File: src/rtl/bs_drvr_intf.sv
// bs_drvr_intf: per-driver bus interface with a TX FIFO toward the bus and a
// destination-filtered RX FIFO toward the host.
// Optional statistics counters are enabled by defining BS_DRVR_STATS_EN.

// Circular-buffer FIFO with first-word-fall-through head and overflow pulse.
module bs_drvr_fifo #(
    parameter int W     = 32,
    parameter int DEPTH = 8
) (
    input  logic                       clk,
    input  logic                       reset,
    input  logic                       wr,
    input  logic [W-1:0]               din,
    input  logic                       rd,
    output logic [W-1:0]               dout,
    output logic [$clog2(DEPTH):0]     cnt,
    output logic                       ovf
);
    localparam int AW = $clog2(DEPTH);
    localparam int CW = AW + 1;
    localparam logic [CW-1:0] FULL_CNT = CW'(DEPTH);

    logic [W-1:0]  mem [DEPTH];
    logic [AW-1:0] wr_ptr;
    logic [AW-1:0] rd_ptr;
    logic          do_rd;
    logic          do_wr;

    // A full FIFO still accepts a write when the head leaves on the same edge.
    always_comb begin
        do_rd = rd && (cnt != '0);
        do_wr = wr && ((cnt < FULL_CNT) || ((cnt == FULL_CNT) && rd));
    end

    // Pointers, occupancy and the registered overflow pulse.
    always_ff @(posedge clk) begin
        if (reset) begin
            wr_ptr <= '0;
            rd_ptr <= '0;
            cnt    <= '0;
            ovf    <= 1'b0;
        end else begin
            if (do_wr) begin
                wr_ptr <= wr_ptr + AW'(1);
            end
            if (do_rd) begin
                rd_ptr <= rd_ptr + AW'(1);
            end
            case ({do_wr, do_rd})
                2'b10:   cnt <= cnt + CW'(1);
                2'b01:   cnt <= cnt - CW'(1);
                default: cnt <= cnt;
            endcase
            ovf <= wr && !do_wr;
        end
    end

    // Storage is not reset; an empty FIFO masks its head to zero instead.
    always_ff @(posedge clk) begin
        if (!reset && do_wr) begin
            mem[wr_ptr] <= din;
        end
    end

    // Head entry is visible whenever the FIFO holds anything.
    always_comb begin
        dout = '0;
        if (cnt != '0) begin
            dout = mem[rd_ptr];
        end
    end
endmodule

module bs_drvr_intf #(
    parameter int         PCKG_SZ   = 32,
    parameter int         DEPTH     = 8,
    parameter logic [7:0] DRVR_ID   = 8'd0,
    parameter logic [7:0] BROADCAST = 8'hFF
) (
    input  logic                       clk,
    input  logic                       reset,
    input  logic                       wr_tx,
    input  logic [PCKG_SZ-1:0]         D_tx,
    output logic                       tx_full,
    output logic [$clog2(DEPTH):0]     tx_cnt,
    output logic                       tx_ovf,
    output logic                       pndng,
    output logic [PCKG_SZ-1:0]         D_pop,
    input  logic                       pop,
    input  logic                       push,
    input  logic [PCKG_SZ-1:0]         D_push,
    output logic                       rx_vld,
    output logic [PCKG_SZ-1:0]         D_rx,
    input  logic                       rd_rx,
    output logic [$clog2(DEPTH):0]     rx_cnt,
    output logic                       rx_ovf,
    output logic                       rx_misrt
`ifdef BS_DRVR_STATS_EN
    ,
    output logic [15:0]                tx_ovf_cnt,
    output logic [15:0]                rx_ovf_cnt,
    output logic [15:0]                rx_misrt_cnt
`endif
);
    localparam int CW = $clog2(DEPTH) + 1;
    localparam logic [CW-1:0] FULL_CNT = CW'(DEPTH);

    logic [7:0] target;
    logic       addr_match;

    bs_drvr_fifo #(.W(PCKG_SZ), .DEPTH(DEPTH)) u_tx_fifo (
        .clk   (clk),
        .reset (reset),
        .wr    (wr_tx),
        .din   (D_tx),
        .rd    (pop),
        .dout  (D_pop),
        .cnt   (tx_cnt),
        .ovf   (tx_ovf)
    );

    bs_drvr_fifo #(.W(PCKG_SZ), .DEPTH(DEPTH)) u_rx_fifo (
        .clk   (clk),
        .reset (reset),
        .wr    (push && addr_match),
        .din   (D_push),
        .rd    (rd_rx),
        .dout  (D_rx),
        .cnt   (rx_cnt),
        .ovf   (rx_ovf)
    );

    // Status flags and the destination filter for bus deliveries.
    always_comb begin
        target     = D_push[PCKG_SZ-1:PCKG_SZ-8];
        addr_match = (target == DRVR_ID) || (target == BROADCAST);
        pndng      = (tx_cnt != '0);
        tx_full    = (tx_cnt == FULL_CNT);
        rx_vld     = (rx_cnt != '0);
    end

    // Registered pulse for deliveries addressed to some other driver.
    always_ff @(posedge clk) begin
        if (reset) begin
            rx_misrt <= 1'b0;
        end else begin
            rx_misrt <= push && !addr_match;
        end
    end

`ifdef BS_DRVR_STATS_EN
    // Saturating event counters driven by the registered pulses.
    always_ff @(posedge clk) begin
        if (reset) begin
            tx_ovf_cnt   <= '0;
            rx_ovf_cnt   <= '0;
            rx_misrt_cnt <= '0;
        end else begin
            if (tx_ovf && (tx_ovf_cnt != 16'hFFFF)) begin
                tx_ovf_cnt <= tx_ovf_cnt + 16'd1;
            end
            if (rx_ovf && (rx_ovf_cnt != 16'hFFFF)) begin
                rx_ovf_cnt <= rx_ovf_cnt + 16'd1;
            end
            if (rx_misrt && (rx_misrt_cnt != 16'hFFFF)) begin
                rx_misrt_cnt <= rx_misrt_cnt + 16'd1;
            end
        end
    end
`endif
endmodule

File: config.mk
export PLATFORM = sky130hd
export DESIGN_NAME = bs_drvr_intf
export DESIGN_NICKNAME = d
export VERILOG_FILES = /design/src/rtl/bs_drvr_intf.sv
export SDC_FILE = /design/constraint.sdc
export NUM_CORES = 1
export LEC_CHECK = 0
export CAP_MARGIN = 10
export CORE_UTILIZATION = 60
export CTS_BUF_LIST = sky130_fd_sc_hd__clkbuf_4 sky130_fd_sc_hd__clkbuf_8
export CTS_CLUSTER_DIAMETER = 80
export DETAILED_ROUTE_END_ITERATION = 12
export MAX_ROUTING_LAYER = met4
export PLACE_DENSITY_LB_ADDON = 0.2
export SLEW_MARGIN = 25
export SYNTH_ARGS = -nofsm -noshare
export SYNTH_HDL_FRONTEND = slang
export SYNTH_HIERARCHICAL = 1
export SYNTH_SLANG_ARGS = --single-unit
File: constraint.sdc
create_clock -name clk -period 6.92 [get_ports clk]
set_clock_uncertainty 0.1 [all_clocks]
set_input_delay 1.384 -clock clk [delete_from_list [all_inputs] [get_ports clk]]
set_output_delay 1.384 -clock clk [all_outputs]
set_load 0.02 [all_outputs]
Yosys cells after proc, flatten, opt, wreduce, memory -nomap -nowiden
Memories as Yosys holds them, arrays and structs flattened. A register that Yosys moved wholly into a read port is not among the register bits.
Index checks and enable logic that the tools add are counted.
- word-level logic and storage cells: 64
- input port bits: 70
- bits in writable memories: 512
- register bits after elaboration: 23
- output and inout bits: 78
- memories kept: 2
- memory list (memory ; depth ; width ; read ports ; clocked after Yosys merged registers in ; wr ports ; RTL line ; text):
    u_rx_fifo.mem ; 8 ; 32 ; 1 ; 1 ; 1 ; 23 ; logic [W-1:0] mem [DEPTH];
    u_tx_fifo.mem ; 8 ; 32 ; 1 ; 1 ; 1 ; 23 ;
- muxes and demuxes: 12
- equal/unequal tests: 7
- order comparisons: 2
- reductions and logical operators: 24
- add/subtract/negate cells: 8
- operator list (operator ; count):
    $mux 32 ; 2
    $pmux 4 s2 ; 2
    $add 3x1->3 const B ; 4
    $logic_and 1x1->1 ; 12
    $mux 3 ; 4
    $add 4x1->4 const B ; 2
    $eq 4x4->1 const B ; 2
    $eq 8x8->1 const B ; 1
    $logic_not 8->1 ; 1
    $lt 4x4->1 const B ; 2
    $reduce_bool 4->1 ; 2
    $sub 4x1->4 const B ; 2
    $eq 2x1->1 const B ; 2
    $eq 2x2->1 const B ; 2
    $logic_not 1->1 ; 4
    $mux 1 ; 4
    $reduce_bool 2->1 ; 2
    $logic_or 1x1->1 ; 3

Depth between registers and ports, before layout
- depth after elaboration: 7
- mapped depth: 11
- depth with buffers taken out: 11

Cells and area by module
Netlist, hierarchy kept.
- by module, submodules not included (module ; cells each ; area each (um2) ; seq. area each (um2) ; instances):
    bs_drvr_fifo ; 481 ; 10387.5 ; 7967.6 ; 2
    bs_drvr_intf ; 12 ; 95.1 ; 20.0 ; 1

Worst setup path before layout
OpenSTA, ideal clock, no wires.
- path type: input -> register
- start: in D_push[31]
- end: mem u_rx_fifo.mem[0][0] (enable)
- arrival: 4.864 ns
- data required time: 6.359 ns
- setup time: 0.461 ns
- cell stages on the path: 6
- slack: 1.495 ns
- path buffers: 0
- cells stage by stage: or4_1 -> nor2_1 -> o21a_1 -> o21ai_2 -> or3_4 -> nor3_1
- word-level cells in the longest chain between the ends: 7
- elaborated cells on any way between the ends: 8
- classes of those cells: eq/ne: 1; mux: 2; reduce/logical: 5
- ends and longest elaborated chain (what ; RTL line ; text):
    start: declaration ; 91 ; input logic [PCKG_SZ-1:0] D_push,
    $eq 8x8->1 / $logic_not 8->1 (equally long branches) ; 136 ; addr_match = (target == DRVR_ID) || (target == BROADCAST);
    $logic_or 1x1->1 * ; 136 ;
    $logic_and 1x1->1 * ; 125 ; .wr (push && addr_match),
    $logic_and 1x1->1 * ; 32 ; do_wr = wr && ((cnt < FULL_CNT) || ((cnt == FULL_CNT) && rd));
    $logic_and 1x1->1 * ; 60 ; if (!reset && do_wr) begin
    $mux 1 * ; 60 ;
    $mux 1 (implied by the code) * ; 61 ; mem[wr_ptr] <= din;
    end: declaration ; 23 ;
Mark *: on every way between the ends. The rest lies on a longest branch, timed or not.

==> summary.md <==
The flow ran to the end, and the final reports show no timing, DRC or antenna violations. Of all flip-flops after synthesis, the portion carrying an async set or reset was 0%. Clock tree synthesis selected as its root buffer the cell clkbuf_8.

Cells fill 73.30% of the core in the end. The biggest area contributor in the post-synthesis netlist is edfxtp_1. The synthesized instance count was 974; the tightest slew margin relative to the limit was 51.58%.

No sink is reached through more buffers than the 3 on the longest clock path. Counting every net in the synthesized netlist gives 1054. The number of hold buffers added after CTS was 0. The path type of the worst setup path was flip-flop to output pin. The compound-cell area share of the yosys netlist works out to 0.5036%. The tools report the via count of the first global-routing pass as 10480.

The number of port buffers is 147, and the overall fraction of global-route tracks in use is 23.43%. In this run the remaining antenna-violating nets after routing total 0. At the worst endpoint, the required time is 5.44 ns. In the layout the commonest cells are 512 x edfxtp_1, 147 x clkdlybuf4s50_1, 128 x mux4_2.

The final period utilization works out to 70.34%. The number of core rows came out at 67. The type of destination of the critical path is an output pin. The number of warnings issued by yosys came out at 6.

Routability-driven placement finished with a final weighted congestion of 0.7442. The area growth from synthesis to layout is 18.95%. The level count of the clock H-tree came out at 3. Setup repair after global routing left no endpoint under its margin. The tools report the clock latency on the worst-skew pair as 0.62 ns.

Sequential elements use 76.45% of the synthesized area. Counting the buffers created by CTS gives 84. The die covers 35530 um^2. The hold violation total from the final report is 0, and the synthesized area divided by synthesized cell count is 21.43 um^2. The tool flagged a number of max-cap violations equal to 0. In this run the worst path has a maximum fanout of 41.

On the worst path, the slowest cell contributes a delay of 0.79 ns. The amount of wire on met3 after detailed routing is 2862 um, and the total vias in the final route is 10040. After the last flow step, the layout net total stands at 1267.

By area, the combinational part of the netlist is dominated by multiplexers. The average wire length per cell after detail routing is 22.75 um, and the max-slew violation count is 0. In the synthesized netlist, mux cells make up 17.28% of the area. The number of stages on the worst setup path was 5; the number of cells on the worst reg-to-reg path was 5. The total routed wirelength was 38790 um.

The routed design uses 18590 um of met2 wire. CTS saw 541 sinks. The number of antenna violations at the first check in global routing came out at 4.

The critical path buffer and inverter count was 2. After Yosys synthesis, XOR and XNOR cells account for 0.5036% of the synthesized area. The synthesized netlist devotes 3.573% of its cell area to simple gates.

The uppermost layer routed was met4. Setup violations remaining at the end of the flow were counted as 0. Summed over all nets, the half-perimeter wirelength after detailed placement is 21550 um. For this design the static power due to leakage is 7.679 nW. The leftover overflow at the end of global routing is 0, and the transition time of the tightest slew-check pin is 0.7262 ns. The slowest stage cell on the critical path was dfxtp_2. The starting density of the core came out at 61.62%. Final hold analysis gives a worst-case slack of 0.4039 ns.

Setup total negative slack on the finished layout was measured at 0 ns. The region available for standard cell placement spans 33870 um^2. The adder-cell share of the synthesized area came out at 0.5995%. Post-CTS timing repair inserted 0 buffers for setup. The data arrival time at the worst-slack endpoint was 3.38 ns.

The tools report the count of different cell masters after synthesis as 36. The met1 layer wirelength in the final routing is 16720 um, and the overall die height is 188.5 um. Dividing the detail-routed via count by the number of cells gives 5.886.

The final period demand of the worst path is 4.867 ns, and the number of flops mapped to enable cells by yosys is 512. Ranked by total cell area, the synthesized netlist is headed by edfxtp_1 74%, mux4_2 14%, mux2i_1 3.4%, dfxtp_1 2.8%, nor2_1 1.8%. The maximum number of pins on one net before global-route repair was 52; the area share of the largest cell type after synthesis was 73.67%. Power per cell area: 304.2 nW/um^2. The tools report the remaining routing DRC violations as 0.

For the worst-case vdd ir drop, the log shows 0.3472 mV. The logs give 1946 for the filler cell count and 0.2055 GHz for the highest achievable clock rate. The synthesized flop and latch total is 541, and the clock input transition at the sequential cells of the worst setup and hold paths is 0.06 ns. The most used flip-flop cell after synthesis is edfxtp_1. For this run, the detailed router's first-pass iteration total came to 5. TritonCTS built the clock tree. The worst hold path belongs to the class flip-flop to flip-flop.

For the quantity of gates resized following cts, the log shows 0. The library cell used most frequently in the layout, excluding fill and tap cells, is edfxtp_1. Measured along the x axis, the die boundary spans 188.5 um.

Of the cells placed in the final design, the portion with a size suffix greater than 1 is 24.82%. STA classifies the critical path startpoint as a flip-flop. The tools report the total I/O pin count as 148. The signal on the critical path passes through buf_4 > mux4_2 > mux2i_1 > nor2_1 > clkdlybuf4s50_1. The first global-routing pass estimated 59840 um of wire. In this run, the number of DRC markers left after iteration 0 of detailed routing was 807.

The critical path's top delay family is buffers and inverters. The tools report the post-synth design cell area as 20870 um^2. The number of cells on the worst hold path is 2.
## state kept, by name, summed over array words and instances, names as in the netlist, named ones only
signal / count
u_rx_fifo/rd_ptr: 3
u_rx_fifo/ovf: 1
u_tx_fifo/ovf: 1
rx_misrt: 1
u_rx_fifo/cnt: 4
u_rx_fifo/mem: 256
u_tx_fifo/rd_ptr: 3
u_tx_fifo/wr_ptr: 3
u_tx_fifo/cnt: 4
u_rx_fifo/wr_ptr: 3
u_tx_fifo/mem: 256
## where the power goes
part / switching [mW] / internal (mW) / total [mW] / leakage (nW)
clock network: 1.15 / 1.38 / 2.53 / 0.846
logic: 0.651 / 0.648 / 1.30 / 1.98
registers: 0.0841 / 3.64 / 3.72 / 4.85
## worst register-to-register path: stages, from the launching register on
cell	delay, ns
dfxtp_1	0.44
nor4b_4	0.39
o21ai_2	0.16
or3_4	0.42
nor3_2	0.56
buf_4	0.53
## stage by stage
step	setup slack, ns	total power, mW	instance area [um^2]	cells
finish	2.053	7.552	24830	1705
global route	1.823	7.855	24830	1705
CTS	1.780	7.613	24760	1699
detailed placement	2.192	5.086	23150	1547
global placement	1.990	5.071	22970	1540
floorplan	1.495	4.569	20870	974
## per-layer routing
metal,vias up,GRT usage (%)
li1,4452,-
met1,5173,33.02
met2,355,34.45
met3,56,5.364
met4,0,7.754
met5,-,-
## kinds of logic after synthesis
kind of cell / after synthesis
AND/OR/NAND/NOR: 144
flip-flops: 541
multiplexers: 200
XOR/XNOR: 12
adder cells (fa/ha/maj): 10
buffers and inverters: 50
AO/OA/AOI/OAI: 17
## cell type report
class	instances	area (um^2)	area share, %
antenna	4	10.01	0.04032
clock buffer	111	1384	5.574
tap	448	560.5	2.258
multi-input combinational	383	4817	19.40
inverter	2	7.507	0.03024
clock inverter	41	229.0	0.9223
sequential	541	15970	64.32
timing repair buffer	175	1849	7.449
## cell usage after synthesis, drive strengths merged, types with 4 or more instances
master and count:
edfxtp 512, mux4 128, nor2 98, mux2i 70
buf 31, dfxtp 29, clkbuf 17, ha 10
xor2 10, nor4b 8, o21ai 8, nand2 6
a21oi 4, nand2b 4, nand3b 4, nor2b 4
nor3 4, or3 4, or4 4
## worst paths after layout
check                           slack (ns)                start                   to
worst max-delay path                  2.05            flip-flop              D_rx[3]
worst min-delay path                  0.40  u_rx_fifo/wr_ptr[0]  u_rx_fifo/wr_ptr[0]
worst max register to register        3.93     u_tx_fifo/cnt[0]  u_tx_fifo/mem[0][7]
worst min register to register        0.40  u_rx_fifo/wr_ptr[0]  u_rx_fifo/wr_ptr[0]
No activity file was read; power rests on OpenSTA's default activity.
